### src/rtl/key_tone_decoder.sv
// Scan-code note decoder: debounced PS/2-style make/break codes drive a square-wave tone with an envelope.
// Optional macro KEY_TONE_DECAY_EN builds the RELEASE state with a linear amplitude decay.
module key_tone_decoder #(
  parameter int unsigned STABLE_CYC = 2,
  parameter int unsigned PRESCALE   = 64,
  parameter int unsigned DECAY_CYC  = 4096,
  parameter int unsigned AMP_MAX    = 255
) (
  input  logic       clock,
  input  logic       reset_n,
  input  logic [7:0] key_code,
  output logic [3:0] note_idx,
  output logic       key_on,
  output logic       key_off,
  output logic       active,
  output logic       tone_sq,
  output logic [7:0] wave_out
);

  if (STABLE_CYC == 0 || STABLE_CYC > 15) begin : g_bad_stable
    $error("STABLE_CYC out of range 1..15");
  end
  if (PRESCALE < 2 || PRESCALE > 1023) begin : g_bad_prescale
    $error("PRESCALE out of range 2..1023");
  end
  if (DECAY_CYC == 0 || DECAY_CYC > 65535) begin : g_bad_decay
    $error("DECAY_CYC out of range 1..65535");
  end
  if (AMP_MAX == 0 || AMP_MAX > 255) begin : g_bad_amp
    $error("AMP_MAX out of range 1..255");
  end

  localparam logic [7:0] REL_CODE  = 8'hF0;
  localparam logic [3:0] STAB_MAX  = 4'(STABLE_CYC - 1);
  localparam logic [9:0] PRESC_MAX = 10'(PRESCALE - 1);
  localparam logic [7:0] AMP_INIT  = 8'(AMP_MAX);

`ifdef KEY_TONE_DECAY_EN
  localparam logic [15:0] DECAY_MAX = 16'(DECAY_CYC - 1);
  typedef enum logic [1:0] {IDLE, PLAY, RELEASE} state_t;
`else
  typedef enum logic {IDLE, PLAY} state_t;
`endif

  typedef struct packed {
    logic        hit;
    logic [3:0]  idx;
    logic [11:0] half;
  } note_t;

  function automatic note_t note_lookup(input logic [7:0] code);
    note_t n;
    n = '0;
    case (code)
      8'h2B:   n = '{1'b1, 4'd1, 12'd1493};
      8'h34:   n = '{1'b1, 4'd2, 12'd1330};
      8'h33:   n = '{1'b1, 4'd3, 12'd1185};
      8'h3B:   n = '{1'b1, 4'd4, 12'd1118};
      8'h42:   n = '{1'b1, 4'd5, 12'd996};
      8'h4B:   n = '{1'b1, 4'd6, 12'd888};
      8'h4C:   n = '{1'b1, 4'd7, 12'd791};
      8'h52:   n = '{1'b1, 4'd8, 12'd746};
      default: n = '0;
    endcase
    return n;
  endfunction

  logic [7:0]  prev_code, accepted_code;
  logic [3:0]  stab_cnt;
  logic        accept;
  note_t       note;

  state_t      state_q, state_d;
  logic [7:0]  amp_q, amp_d;
  logic [11:0] half_q, half_d;
  logic [9:0]  presc_q, presc_d;
  logic [11:0] tone_q, tone_d;
  logic [3:0]  idx_d;
  logic        sq_d, key_on_d, key_off_d, active_d;
  logic [7:0]  wave_d;
`ifdef KEY_TONE_DECAY_EN
  logic [15:0] decay_q, decay_d;
`endif

  // A code is taken once it has been seen STABLE_CYC samples in a row and differs from the last one taken.
  assign accept = (stab_cnt == STAB_MAX) && (prev_code != accepted_code);
  assign note   = note_lookup(prev_code);

  // NOTE: sequential state uses non-blocking assignments so every register samples pre-edge values.
  always_ff @(posedge clock or negedge reset_n) begin
    if (!reset_n) begin
      prev_code     <= 8'h00;
      accepted_code <= REL_CODE;
      stab_cnt      <= '0;
    end else begin
      prev_code <= key_code;
      if (key_code == prev_code) begin
        if (stab_cnt != STAB_MAX) stab_cnt <= stab_cnt + 4'd1;
      end else begin
        stab_cnt <= '0;
      end
      if (accept) accepted_code <= prev_code;
    end
  end

  always_comb begin
    // NOTE: every combinational output gets a default first so no path leaves a latch behind.
    state_d   = state_q;
    amp_d     = amp_q;
    half_d    = half_q;
    presc_d   = presc_q;
    tone_d    = tone_q;
    idx_d     = note_idx;
    sq_d      = tone_sq;
    key_on_d  = 1'b0;
    key_off_d = 1'b0;
`ifdef KEY_TONE_DECAY_EN
    decay_d   = decay_q;
`endif

    if (state_q != IDLE) begin
      if (presc_q == PRESC_MAX) begin
        presc_d = '0;
        if (tone_q == half_q - 12'd1) begin
          tone_d = '0;
          sq_d   = ~tone_sq;
        end else begin
          tone_d = tone_q + 12'd1;
        end
      end else begin
        presc_d = presc_q + 10'd1;
      end
    end

`ifdef KEY_TONE_DECAY_EN
    if (state_q == RELEASE) begin
      if (amp_q == 8'd0) begin
        state_d = IDLE;
        idx_d   = '0;
        presc_d = '0;
        tone_d  = '0;
        sq_d    = 1'b0;
        decay_d = '0;
      end else if (decay_q == DECAY_MAX) begin
        decay_d = '0;
        amp_d   = amp_q - 8'd1;
      end else begin
        decay_d = decay_q + 16'd1;
      end
    end
`endif

    // Acceptance overrides the free-running tone/envelope update; a note code retriggers from any state.
    if (accept) begin
      if (note.hit) begin
        state_d  = PLAY;
        idx_d    = note.idx;
        half_d   = note.half;
        amp_d    = AMP_INIT;
        presc_d  = '0;
        tone_d   = '0;
        sq_d     = 1'b0;
        key_on_d = 1'b1;
      end else if (prev_code == REL_CODE && state_q == PLAY) begin
        key_off_d = 1'b1;
`ifdef KEY_TONE_DECAY_EN
        state_d   = RELEASE;
        decay_d   = '0;
`else
        state_d   = IDLE;
        amp_d     = '0;
        idx_d     = '0;
        presc_d   = '0;
        tone_d    = '0;
        sq_d      = 1'b0;
`endif
      end
    end

    active_d = (state_d != IDLE);
    wave_d   = sq_d ? amp_d : 8'h00;
  end

  always_ff @(posedge clock or negedge reset_n) begin
    if (!reset_n) begin
      state_q  <= IDLE;
      amp_q    <= '0;
      half_q   <= '0;
      presc_q  <= '0;
      tone_q   <= '0;
      note_idx <= '0;
      tone_sq  <= 1'b0;
      key_on   <= 1'b0;
      key_off  <= 1'b0;
      active   <= 1'b0;
      wave_out <= '0;
`ifdef KEY_TONE_DECAY_EN
      decay_q  <= '0;
`endif
    end else begin
      state_q  <= state_d;
      amp_q    <= amp_d;
      half_q   <= half_d;
      presc_q  <= presc_d;
      tone_q   <= tone_d;
      note_idx <= idx_d;
      tone_sq  <= sq_d;
      key_on   <= key_on_d;
      key_off  <= key_off_d;
      active   <= active_d;
      wave_out <= wave_d;
`ifdef KEY_TONE_DECAY_EN
      decay_q  <= decay_d;
`endif
    end
  end

endmodule

### config.mk
export PLATFORM = sky130hd
export DESIGN_NAME = key_tone_decoder
export DESIGN_NICKNAME = d
export VERILOG_FILES = /design/src/rtl/key_tone_decoder.sv
export SDC_FILE = /design/constraint.sdc
export NUM_CORES = 1
export LEC_CHECK = 0
export BUFFER_PORTS_ARGS = -buffer_cell sky130_fd_sc_hd__buf_4
export CORE_MARGIN = 4
export CORE_UTILIZATION = 34
export DETAILED_ROUTE_END_ITERATION = 10
export GPL_TIMING_DRIVEN = 0
export HOLD_SLACK_MARGIN = 0.02
export SLEW_MARGIN = 25
export SYNTH_ARGS = -nofsm -noshare
export SYNTH_HDL_FRONTEND = slang
export SYNTH_SLANG_ARGS = --single-unit
### constraint.sdc
create_clock -name clock -period 2.5 [get_ports clock]
set_input_delay 0.25 -clock clock [delete_from_list [all_inputs] [get_ports clock]]
set_output_delay 0.25 -clock clock [all_outputs]
set_load 0.01 [all_outputs]
### Yosys cells after proc, flatten, opt, wreduce, memory -nomap -nowiden

Index checks and enable logic that the tools add are counted.
Widths: inputs -> output; s select.

| word-level totals | value |
|---|---|
| flip-flop bits (word level) | 78 |
| bits of input ports | 10 |
| output and inout bits | 16 |
| word-level logic and storage cells | 72 |

| cells by class | value |
|---|---|
| add/sub/neg operators | 4 |
| equality and inequality tests | 16 |
| mux-type cells | 33 |
| bitwise logic cells | 1 |
| reduce and logical (&&, ||, !) cells | 5 |

Operators by type and width:

| kind | count |
|---|---|
| $pmux 17 s8 | 1 |
| $mux 12 | 6 |
| $mux 10 | 5 |
| $eq 8x6->1 const B | 4 |
| $eq 8x7->1 const B | 4 |
| $mux 8 | 4 |
| $mux 4 | 4 |
| $mux 1 | 13 |
| $add 12x1->12 const B | 1 |
| $eq 12x12->1 | 1 |
| $sub 12x1->12 const B | 1 |
| $add 10x1->10 const B | 1 |
| $eq 10x6->1 const B | 1 |
| $eq 8x8->1 | 1 |
| $eq 8x8->1 const B | 1 |
| $ne 8x8->1 | 1 |
| $add 4x1->4 const B | 1 |
| $eq 4x1->1 const B | 1 |
| $ne 4x1->1 const B | 1 |
| $reduce_and 2->1 | 2 |
| $logic_and 1x1->1 | 2 |
| $ne 2x1->1 const B | 1 |
| $reduce_bool 2->1 | 1 |
| $not 1->1 | 1 |

### Logic depth before layout (Yosys ltp)

Gate-level depths: netlist of run 1.

| depth | value |
|---|---|
| depth in word-level cells | 9 |
| depth in mapped cells | 9 |
| depth with buffers taken out | 8 |

### Worst setup path before layout of run 1

OpenSTA, ideal clock, no wires.

| path | value |
|---|---|
| path kind | register to register |
| from | reg half_q[0] |
| to | reg wave_out[0] |
| setup time | 0.087 ns |
| data arrival time | 2.603 ns |
| setup slack | -0.190 ns |
| cell stages (with the launch flop) | 10 |
| buffers on the path | 1 |
| cells stage by stage | dfrtp_1 -> inv_1 -> ha_1 -> or4b_4 -> or4_4 -> nand3_2 -> o2bb2ai_2 -> or4_1 -> buf_6 -> a211oi_2 |

| between the ends | value |
|---|---|
| word-level cells in the longest chain between the ends | 9 |

RTL lines:

| what | line | source |
|---|---|---|
| start: declaration | 75 | `logic [11:0] half_q, half_d;` |
| start signal: assignment | 203 | `half_q <= half_d;` |
| $sub 12x1->12 * | 124 | `if (tone_q == half_q - 12'd1) begin` |
| $eq 12x12->1 * | 124 |  |
| $mux 1 * | 124 |  |
| $mux 1 * | 122 | `if (presc_q == PRESC_MAX) begin` |
| $mux 1 * | 121 | `if (state_q != IDLE) begin` |
| $mux 1 | 164 | `end else if (prev_code == REL_CODE && state_q == PLAY) begin` |
| $mux 1 | 155 | `if (note.hit) begin` |
| $mux 1 * | 154 | `if (accept) begin` |
| $mux 8 * | 181 | `wave_d = sq_d ? amp_d : 8'h00;` |
| net wave_d[0] | 80 | `logic [7:0] wave_d;` |
| end signal: assignment | 211 | `wave_out <= wave_d;` |
| end: declaration | 17 | `output logic [7:0] wave_out` |

Mark *: on every way through the listed nets, which the timed path passes. The rest lies on a longest branch.
A chain may end at the register's enable or synchronous reset.

### Worst setup path after layout of run 1

| path | value |
|---|---|
| from | reg half_q[1] |
| to | reg wave_out[2] |

The elaborated chain is that of the path after synthesis.

==> flow_summary_export.csv, run 1 <==
group,metric,value,unit
worst_setup_path,worstSetupStartpointType,"flip-flop",
synthesis,ys_seq_elements,77,
pwr,power_density,604,nW/um^2
cells_and_area,final_nets,467,
placed_design,dp.cells,578,
floorplanning,fp.dieH,117,um
synthesis,syn_inst,410,
placed_design,port_buffers,25,
timing,rsz0062_at_grt,"yes",
route,postRouteAntennaNets,0,
synthesis,synthFlopType,"dfrtp_1",
placed_design,gp_congestion,0.830,
global_routing,grt_antenna_before_repair,0,
global_routing,grt_pass1_vias,3149,
worst_setup_path,cpPeakStageDelay,0.48,ns
synthesis,synth_area_leaders,"dfrtp_1 (45%), xor2_1 (5.0%), nor2_1 (4.3%)",
placed_design,dpl_cell_area,4430,um^2
pwr,p_leak,0.00223,uW
route,via_count,3094,
route,wire_per_inst,14.5,um
timing,maxSlewHeadroom,52.6,%
synthesis,ys_warn_count,0,
synthesis,synth.distinct_cells,53,
synthesis,synth.most_common_cell,"dfrtp_1",
cells_and_area,finalNonFillerCells,600,
floorplanning,die_area,13700,um^2
clock_tree,cts_max_level,3,
synthesis,synth_edf_count,0,
synthesis,yosys-top-cells-count,"dfrtp_1 (73), nor2_1 (46), xor2_1 (23)",
timing,holdWs,0.0425,ns
worst_setup_path,path_cells,"inv_2, ha_4, or4b_4, or4_4, nand3_4, o2bb2ai_4, or4_4, buf_6, a211oi_2",
pwr,totalPowerFinal,3000,uW
worst_setup_path,critPathSlowestCell,"or4b_4",
timing,fmax,385,MHz
worst_setup_path,crit_top_cell,"or4_4",
worst_setup_path,cp-end-kind,"flip-flop",
global_routing,grt_pass1_wl,15300,um
route,first_pass_iters,4,
timing,drv_slew,0,
placed_design,pre_cts_ws,-0.420,ns
route,drt_wl_total,8730,um
synthesis,syn_area_per_cell,9.88,um^2
timing,hold_viol_final,0,
floorplanning,ioPinCount,26,
cells_and_area,drive_gt1_share,23.6,%
worst_setup_path,worstPathMaxFanout,5,
timing,setup_viol,8,
hold_path,hold_path.class,"input pin to flip-flop",
synthesis,synth_nets,425,
clock_tree,clock_latency,0.33,ns
global_routing,grt_max_degree,78,
timing,clock_skew,0.00547,ns
cells_and_area,synthToLayoutAreaGrowth,22.4,%
clock_tree,cts-root-buf,"clkbuf_16",
synthesis,yosysTopAreaCell,"dfrtp_1",
clock_tree,clk_pin_slew,0.06,ns
pwr,peakVddDrop,0.358,mV
clock_tree,clk_path_buf_depth,2,
worst_setup_path,worstPathRequired,2.74,ns
route,drt-initial-drc-count,98,
timing,min_period_over_period,104,%
floorplanning,num_rows,39,
placed_design,dp.final_hpwl,6010,um
flow_run,drv_cap,0,
route,vias_per_cell,5.16,
route,remaining_drc_errors,0,
synthesis,yosysTopAreaCellShare,45.1,%
floorplanning,fp.dieW,117,um
worst_setup_path,crit_buf_inv,2,
synthesis,synthesis.area,4050,um^2
worst_setup_path,path_class,"flip-flop to flip-flop",
cells_and_area,postLayoutCellArea,4960,um^2
floorplanning,start_util,35.0,%
synthesis,async_flop_share,100,%
timing,worst-slew-pin-transition,0.711,ns
timing,fin_ws,-0.0974,ns
worst_setup_path,path_delay_family,"simple AND/OR/NAND/NOR gates",
worst_setup_path,cp.arrival,2.84,ns
global_routing,track_usage,14.0,%
floorplanning,fp.coreArea,11600,um^2
global_routing,grt_overflow_total,0,
status,violations,"negative setup slack",
clock_tree,cts_tree,"done",
status,outcome,"finished with violations",
clock_tree,numCtsBuffers,9,
cells_and_area,n_antenna_cell,0,
synthesis,ys_seq_area_share,47.7,%
clock_tree,clkSinkCount,77,
timing,min_period,2.60,ns
-- metal layers --
| layer | GRT usage (%) | up-vias | routed length (um) |
|---|---|---|---|
| met4 | 3.82 | 0 | 118 |
| met3 | 3.19 | 11 | 276 |
| li1 | - | 1522 | - |
| met5 | 0 | - | 0 |
| met1 | 17.8 | 1512 | 4020 |
| met2 | 23.9 | 49 | 4310 |
-- sequential cells by signal, indices dropped and copies added (netlist names), 4 cells and up --
signal,count
wave_out,8
tone_q,12
accepted_code,8
note_idx,4
prev_code,8
stab_cnt,4
presc_q,10
amp_q,8
half_q,11
-- area by class of cell --
type	instances	area, um^2
plain buffers	19	101
fillers	1115	6610
inverters	16	60.1
clock buffers	11	243
well taps	143	179
multi-input cells	291	2020
flip-flops and latches	77	1940
repair buffers	38	308
clock inverters	5	108
-- path summary, 6_finish.rpt --
| kind | start | to | slack (ns) | depth (start not counted) |
|---|---|---|---|---|
| setup / recovery | half_q[1]$_DFFE_PN0P_ | wave_out[2]$_DFF_PN0_ | -0.1 | 9 |
| hold / removal | key_code[5] | prev_code[5]$_DFF_PN0_ | 0.04 | 1 |
| setup reg to reg | half_q[1]$_DFFE_PN0P_ | wave_out[2]$_DFF_PN0_ | -0.1 | 9 |
| hold reg to reg | amp_q[7]$_DFF_PN0_ | amp_q[7]$_DFF_PN0_ | 0.47 | 1 |
| max in group asynchronous | reset_n | tone_q[8]$_DFF_PN0_ | 1.46 | 2 |
| min in group asynchronous | reset_n | presc_q[8]$_DFF_PN0_ | 0.50 | 2 |
-- cell families after synthesis --
family | synth area share (%)
AO/OA/AOI/OAI | 13.0
AND/OR/NAND/NOR | 21.2
multiplexers | 3.49
flip-flops | 47.7
adder cells (fa/ha/maj) | 1.54
XOR/XNOR | 8.86
buffers and inverters | 4.29
-- per-stage QoR --
stage | utilization [%] | setup TNS, ns
floorplan | - | -1.23
global route | 42.9 | -2.22
finish | 42.9 | -0.516
detailed placement | 38.3 | -11.78
CTS | 42.3 | -0.890
global placement | 38.3 | -10.94
-- cells in the final DEF (no fill, tap or decap), types with 3 or more instances in the layout --
cell,instances
clkbuf_1,10
nor2_1,46
nand4_1,8
mux2_2,9
nand3_1,15
clkbuf_2,5
dfrtp_2,4
o21ai_0,21
buf_4,36
dfstp_2,4
buf_6,4
nor4_1,14
xor2_1,23
a211oi_2,9
nand2_1,14
clkbuf_16,9
ha_1,4
o211ai_1,4
inv_1,14
and3_1,11
a21o_1,8
and2_1,3
dfrtp_1,69
nor2b_1,12
a21oi_1,15
xnor2_1,18
bufinv_16,3
nor3_1,11
mux2i_1,4
-- worst reg2reg max path: stages, from the launching register on --
cell and delay, ns:
dfrtp_1 0.39, inv_2 0.08, ha_4 0.13, or4b_4 0.48, or4_4 0.45, nand3_4 0.08
o2bb2ai_4 0.08, or4_4 0.45, buf_6 0.16, a211oi_2 0.21
-- what timing repair did --
action	4_1_cts	5_1_grt
gates resized for setup	19	11
endpoints found under the setup margin	56	56
pin swaps	4	4
cloned	1	0
buffers inserted	8	3
endpoints found under the hold margin	0	23
hold buffers	0	1
-- where the power goes --
group	internal, uW	switching, uW
registers	1290	33.0
clock network	1010	503
logic	75.4	88.2
Note: power is estimated with default switching activity, not from simulation.
==> run 2: changes to the inputs <==
CORE_MARGIN = 2   (was 4)
PLACE_DENSITY = 0.48   (was default)
==> flow_summary_export.csv, run 2 (synthesized netlist as in run 1, its figures left out) <==
group,metric,value,unit
cells_and_area,fill_cells,1134,
worst_setup_path,cp-end-kind,"flip-flop",
clock_tree,cts_tree,"done",
cells_and_area,postLayoutCellArea,5020,um^2
timing,clock_skew,0.00636,ns
worst_setup_path,path_cells,"inv_2, ha_4, or4b_4, or4_4, nand3_4, o2bb2ai_4, or4_4, a211oi_2",
placed_design,dpl_cell_area,4430,um^2
worst_setup_path,critPathSlowestCell,"or4_4",
clock_tree,cts_max_level,3,
cells_and_area,n_antenna_cell,0,
worst_setup_path,worstPathMaxFanout,5,
worst_setup_path,worstPathRequired,2.75,ns
clock_tree,clkSinkCount,77,
worst_setup_path,path_class,"flip-flop to flip-flop",
clock_tree,clk_pin_slew,0.06,ns
timing,fmax,393,MHz
timing,hold_viol_final,0,
worst_setup_path,rr_worst_depth,8,
floorplanning,num_rows,39,
route,first_pass_iters,7,
floorplanning,fp.coreArea,11500,um^2
worst_setup_path,worstSetupStartpointType,"flip-flop",
timing,fin_ws,-0.0470,ns
floorplanning,ioPinCount,26,
route,via_count,3100,
global_routing,grt_antenna_before_repair,0,
clock_tree,clk_path_buf_depth,2,
floorplanning,die_area,12800,um^2
worst_setup_path,cpPeakStageDelay,0.56,ns
timing,setup_viol,5,
global_routing,grt_max_degree,78,
route,vias_per_cell,5.18,
clock_tree,clock_latency,0.33,ns
timing,rsz0062_at_grt,"yes",
timing,worst-slew-pin-transition,0.722,ns
timing,drv_slew,0,
pwr,internal-power,2320,uW
placed_design,port_buffers,25,
pwr,p_sw,637,uW
timing,min_period,2.55,ns
route,wl_met3,227,um
route,wire_per_inst,15.3,um
pwr,power.share.switching,21.5,%
hold_path,holdPathStages,1,
pwr,p_leak,0.00226,uW
cells_and_area,reg.largest.list,"tone_q (12), half_q (11), presc_q (10)",
worst_setup_path,crit_top_cell,"or4_4",
route,postRouteAntennaNets,0,
cells_and_area,largest-register,"tone_q",
cells_and_area,drive_gt1_share,25.4,%
route,top_layer_used,"met4",
pwr,combPwrFrac,5.4,%
cells_and_area,largest_reg_flops,12,
cells_and_area,final_util,43.6,%
clock_tree,cts-root-buf,"clkbuf_16",
timing,holdWs,0.0383,ns
route,wl_met1,4370,um
timing,min_period_over_period,102,%
status,violations,"design-rule violations, negative setup slack",
worst_setup_path,cp.arrival,2.79,ns
route,drt_wl_total,9180,um
placed_design,gp_congestion,0.828,
global_routing,grt_pass1_wl,15500,um
cells_and_area,synthToLayoutAreaGrowth,23.8,%
pwr,peakVddDrop,0.388,mV
clock_tree,numCtsBuffers,9,
floorplanning,fp.dieW,113,um
route,wl_met2,4460,um
global_routing,track_usage,15.3,%
timing,maxSlewHeadroom,51.9,%
cells_and_area,layout_common_cells,"dfrtp_1 (70), nor2_1 (45), buf_4 (35)",
cells_and_area,mostFrequentLayoutCell,"dfrtp_1",
route,drt-initial-drc-count,109,
floorplanning,fp.dieH,113,um
placed_design,dp.final_hpwl,6130,um
pwr,seqPwrFrac,44.7,%
hold_path,hold_path.class,"input pin to flip-flop",
pwr,power.share.clock,50.0,%
cells_and_area,final_nets,466,
pwr,power_density,590,nW/um^2
worst_setup_path,r2r_slack,-0.05,ns
flow_run,drv_cap,0,
route,remaining_drc_errors,2,
floorplanning,start_util,35.2,%
global_routing,grt_overflow_total,0,
global_routing,grt_pass1_vias,3116,
status,outcome,"finished with violations",
==> run 2: changes by cell type in the layout (fill, tap and decap cells not counted), sizes merged <==
cell,delta
bufinv,-1
buf,+1
clkinv,-1
clkbuf,-2
inv,+1
or4,+1
==> run 2: path summary, 6_finish.rpt <==
kind                                     endpoint             startpoint
max                         wave_out[0]$_DFF_PN0_  half_q[0]$_DFFE_PN0P_
min                        prev_code[1]$_DFF_PN0_            key_code[1]
max reg2reg                 wave_out[0]$_DFF_PN0_  half_q[0]$_DFFE_PN0P_
min reg2reg                    amp_q[3]$_DFF_PN0_     amp_q[3]$_DFF_PN0_
max in group asynchronous  prev_code[0]$_DFF_PN0_                reset_n
min in group asynchronous   wave_out[4]$_DFF_PN0_                reset_n
==> run 2: area by class of cell <==
cell class	count	area (um^2)	share of cell area, %
multi-input combinational	292	2090	41.6
inverter	16	60.1	1.20
buffer	17	96.3	1.92
tap	143	179	3.57
clock inverter	4	77.6	1.55
sequential	77	1940	38.6
clock buffer	12	267	5.31
timing repair buffer	38	317	6.31
==> run 2: critical path: cells and delay by family (launching register included) <==
family / cells / cell delay [ns]
adders and majority gates: 1 / 0.13
AOI/OAI and AO/OA: 2 / 0.28
DFF: 1 / 0.38
and+or+nand+nor: 4 / 1.59
buffers and inverters: 1 / 0.09
==> run 2: power groups by stage <==
stage               Clock, uW  Combinational, uW  Sequential [uW]
global route             1580                180             1330
global placement            0                167             1330
floorplan                   0                108             1330
detailed placement          0                168             1340
finish                   1480                159             1320
CTS                      1520                168             1310
==> run 2: metal layers <==
metal,up-vias,track usage (%)
met4,0,4.88
met3,10,3.32
li1,1526,-
met2,42,25.6
met5,-,0
met1,1522,19.6
==> run 2: through the flow <==
step	total power, uW	setup slack, ns	cells	TNS (ns)
CTS	3010	-0.0169	601	-0.0293
finish	2960	-0.0470	599	-0.201
detailed placement	1500	-0.467	578	-11.66
floorplan	1440	-0.141	410	-1.23
global route	3090	-0.143	599	-1.19
global placement	1500	-0.531	578	-12.86
==> run 2: repair_timing <==
action                                  CTS  global route
resized for setup                        19            23
pin swaps                                 6             6
cloned                                    1             0
setup buffers                            11             1
endpoints found under the setup margin   55            56
hold buffers                              0             1
hold endpoints to repair                  0            20
==> run 3: changes to the inputs <==
CTS_BUF_LIST = sky130_fd_sc_hd__clkbuf_16   (was default)
==> flow_summary_export.csv, run 3 (synthesized netlist as in run 1, its figures left out) <==
group,metric,value,unit
cells_and_area,largest-register,"tone_q",
hold_path,hold_start,"key_code[3]",
flow_run,drv_cap,0,
timing,setup_viol,5,
floorplanning,fp.dieW,113,um
cells_and_area,final_nets,466,
clock_tree,numCtsBuffers,9,
cells_and_area,final_util,43.3,%
route,drt-initial-drc-count,111,
cells_and_area,largest_reg_flops,12,
route,first_pass_iters,7,
worst_setup_path,cp-end-kind,"flip-flop",
clock_tree,cts_max_level,3,
cells_and_area,drive_gt1_share,24.8,%
global_routing,grt_antenna_before_repair,0,
timing,fmax,393,MHz
timing,maxSlewHeadroom,51.9,%
timing,worst-slew-pin-transition,0.722,ns
worst_setup_path,timing.rr.start,"half_q[0]$_DFFE_PN0P_",
status,violations,"design-rule violations, negative setup slack",
timing,clock_skew,0.00659,ns
floorplanning,fp.dieH,113,um
cells_and_area,n_antenna_cell,0,
timing,fin_setup_tns,-0.203,ns
timing,hold_viol_final,0,
hold_path,holdPathStages,1,
placed_design,dp.final_hpwl,6130,um
pwr,peakVddDrop,0.390,mV
worst_setup_path,path_class,"flip-flop to flip-flop",
cells_and_area,layout_common_cells,"dfrtp_1 (70), nor2_1 (45), buf_4 (35)",
hold_path,hold_path.class,"input pin to flip-flop",
cells_and_area,fill_cells,1143,
timing,drv_slew,0,
floorplanning,num_rows,39,
clock_tree,cts-root-buf,"clkbuf_16",
pwr,power.share.switching,22.2,%
route,postRouteAntennaNets,0,
route,vias_per_cell,5.14,
pwr,power.share.clock,48.4,%
route,via_count,3081,
timing,fin_ws,-0.0476,ns
global_routing,grt_overflow_total,0,
status,outcome,"finished with violations",
clock_tree,clk_pin_slew,0.06,ns
placed_design,gp_congestion,0.828,
global_routing,grt_pass1_wl,15500,um
floorplanning,ioPinCount,26,
global_routing,grt_max_degree,78,
cells_and_area,synthToLayoutAreaGrowth,23.1,%
pwr,power_density,576,nW/um^2
placed_design,dp.cells,578,
timing,holdWs,0.0364,ns
placed_design,port_buffers,25,
clock_tree,cts_tree,"done",
worst_setup_path,cp-startpoint,"half_q[0]$_DFFE_PN0P_",
worst_setup_path,rr_worst_depth,8,
timing,min_period,2.55,ns
route,remaining_drc_errors,2,
timing,rsz0062_at_grt,"yes",
cells_and_area,mostFrequentLayoutCell,"dfrtp_1",
worst_setup_path,cp.arrival,2.80,ns
pwr,seqPwrFrac,46.1,%
clock_tree,clkSinkCount,77,
worst_setup_path,worstSetupStartpointType,"flip-flop",
cells_and_area,finalNonFillerCells,599,
pwr,combPwrFrac,5.6,%
clock_tree,clock_latency,0.34,ns
floorplanning,start_util,35.2,%
cells_and_area,reg.largest.list,"tone_q (12), half_q (11), presc_q (10)",
route,wire_per_inst,15.4,um
worst_setup_path,worstPathMaxFanout,5,
floorplanning,die_area,12800,um^2
floorplanning,fp.coreArea,11500,um^2
route,drt_wl_total,9200,um
pwr,p_sw,638,uW
pwr,internal-power,2230,uW
clock_tree,clk_path_buf_depth,2,
timing,min_period_over_period,102,%
global_routing,grt_pass1_vias,3107,
pwr,p_leak,0.00224,uW
placed_design,pre_cts_ws,-0.467,ns
global_routing,track_usage,15.2,%
worst_setup_path,worstPathRequired,2.75,ns
## run 3: worst paths after layout
path / endpoint / slack [ns]
worst max-delay path: wave_out[0]$_DFF_PN0_ / -0.05
worst min-delay path: prev_code[3]$_DFF_PN0_ / 0.04
worst max register to register: wave_out[0]$_DFF_PN0_ / -0.05
worst min register to register: amp_q[3]$_DFF_PN0_ / 0.47
max in group asynchronous: prev_code[0]$_DFF_PN0_ / 1.45
min in group asynchronous: wave_out[4]$_DFF_PN0_ / 0.52
## run 3: layer usage
metal | global-route usage, % | share of wire [%] | vias up
met5 | 0 | 0 | -
li1 | - | - | 1524
met3 | 3.32 | 3.1 | 7
met2 | 25.6 | 49 | 47
met1 | 19.7 | 47 | 1503
met4 | 4.39 | 0.99 | 0
## run 3: through the flow
step,total power (uW),instance area [um^2]
3_5_place_dp,1500,4430
4_1_cts,2910,4890
6_report,2870,4990
5_1_grt,3000,4990
2_1_floorplan,1440,4070
3_3_place_gp,1500,4430
## run 3: power by group through the flow
stage,Clock [uW],Sequential (uW),Combinational (uW)
6_report,1390,1320,159
5_1_grt,1490,1330,180
4_1_cts,1430,1310,168
3_5_place_dp,0,1340,168
3_3_place_gp,0,1330,167
2_1_floorplan,0,1330,108
## run 3: final cells by class
type | instances | area (um^2) | area share (%)
Clock inverter | 7 | 88.8 | 1.78
Multi-Input combinational cell | 292 | 2090 | 41.8
Inverter | 16 | 60.1 | 1.20
Buffer | 17 | 96.3 | 1.93
Tap cell | 143 | 179 | 3.59
Timing Repair Buffer | 38 | 317 | 6.35
Clock buffer | 9 | 225 | 4.52
Sequential cell | 77 | 1940 | 38.8
## run 3: repair_timing
item                                    CTS  global route
endpoints found under the hold margin     0            13
hold buffers                              0             1
cloned                                    1             0
pin swaps                                 5             5
buffers inserted                         11             1
gates resized for setup                  19            23
endpoints found under the setup margin   55            56
## run 3: critical path: stages (launching register included)
cell	delay, ns
dfrtp_1	0.38
inv_2	0.09
ha_4	0.13
or4b_4	0.48
or4_4	0.45
nand3_4	0.09
o2bb2ai_4	0.08
or4_4	0.56
a211oi_2	0.20
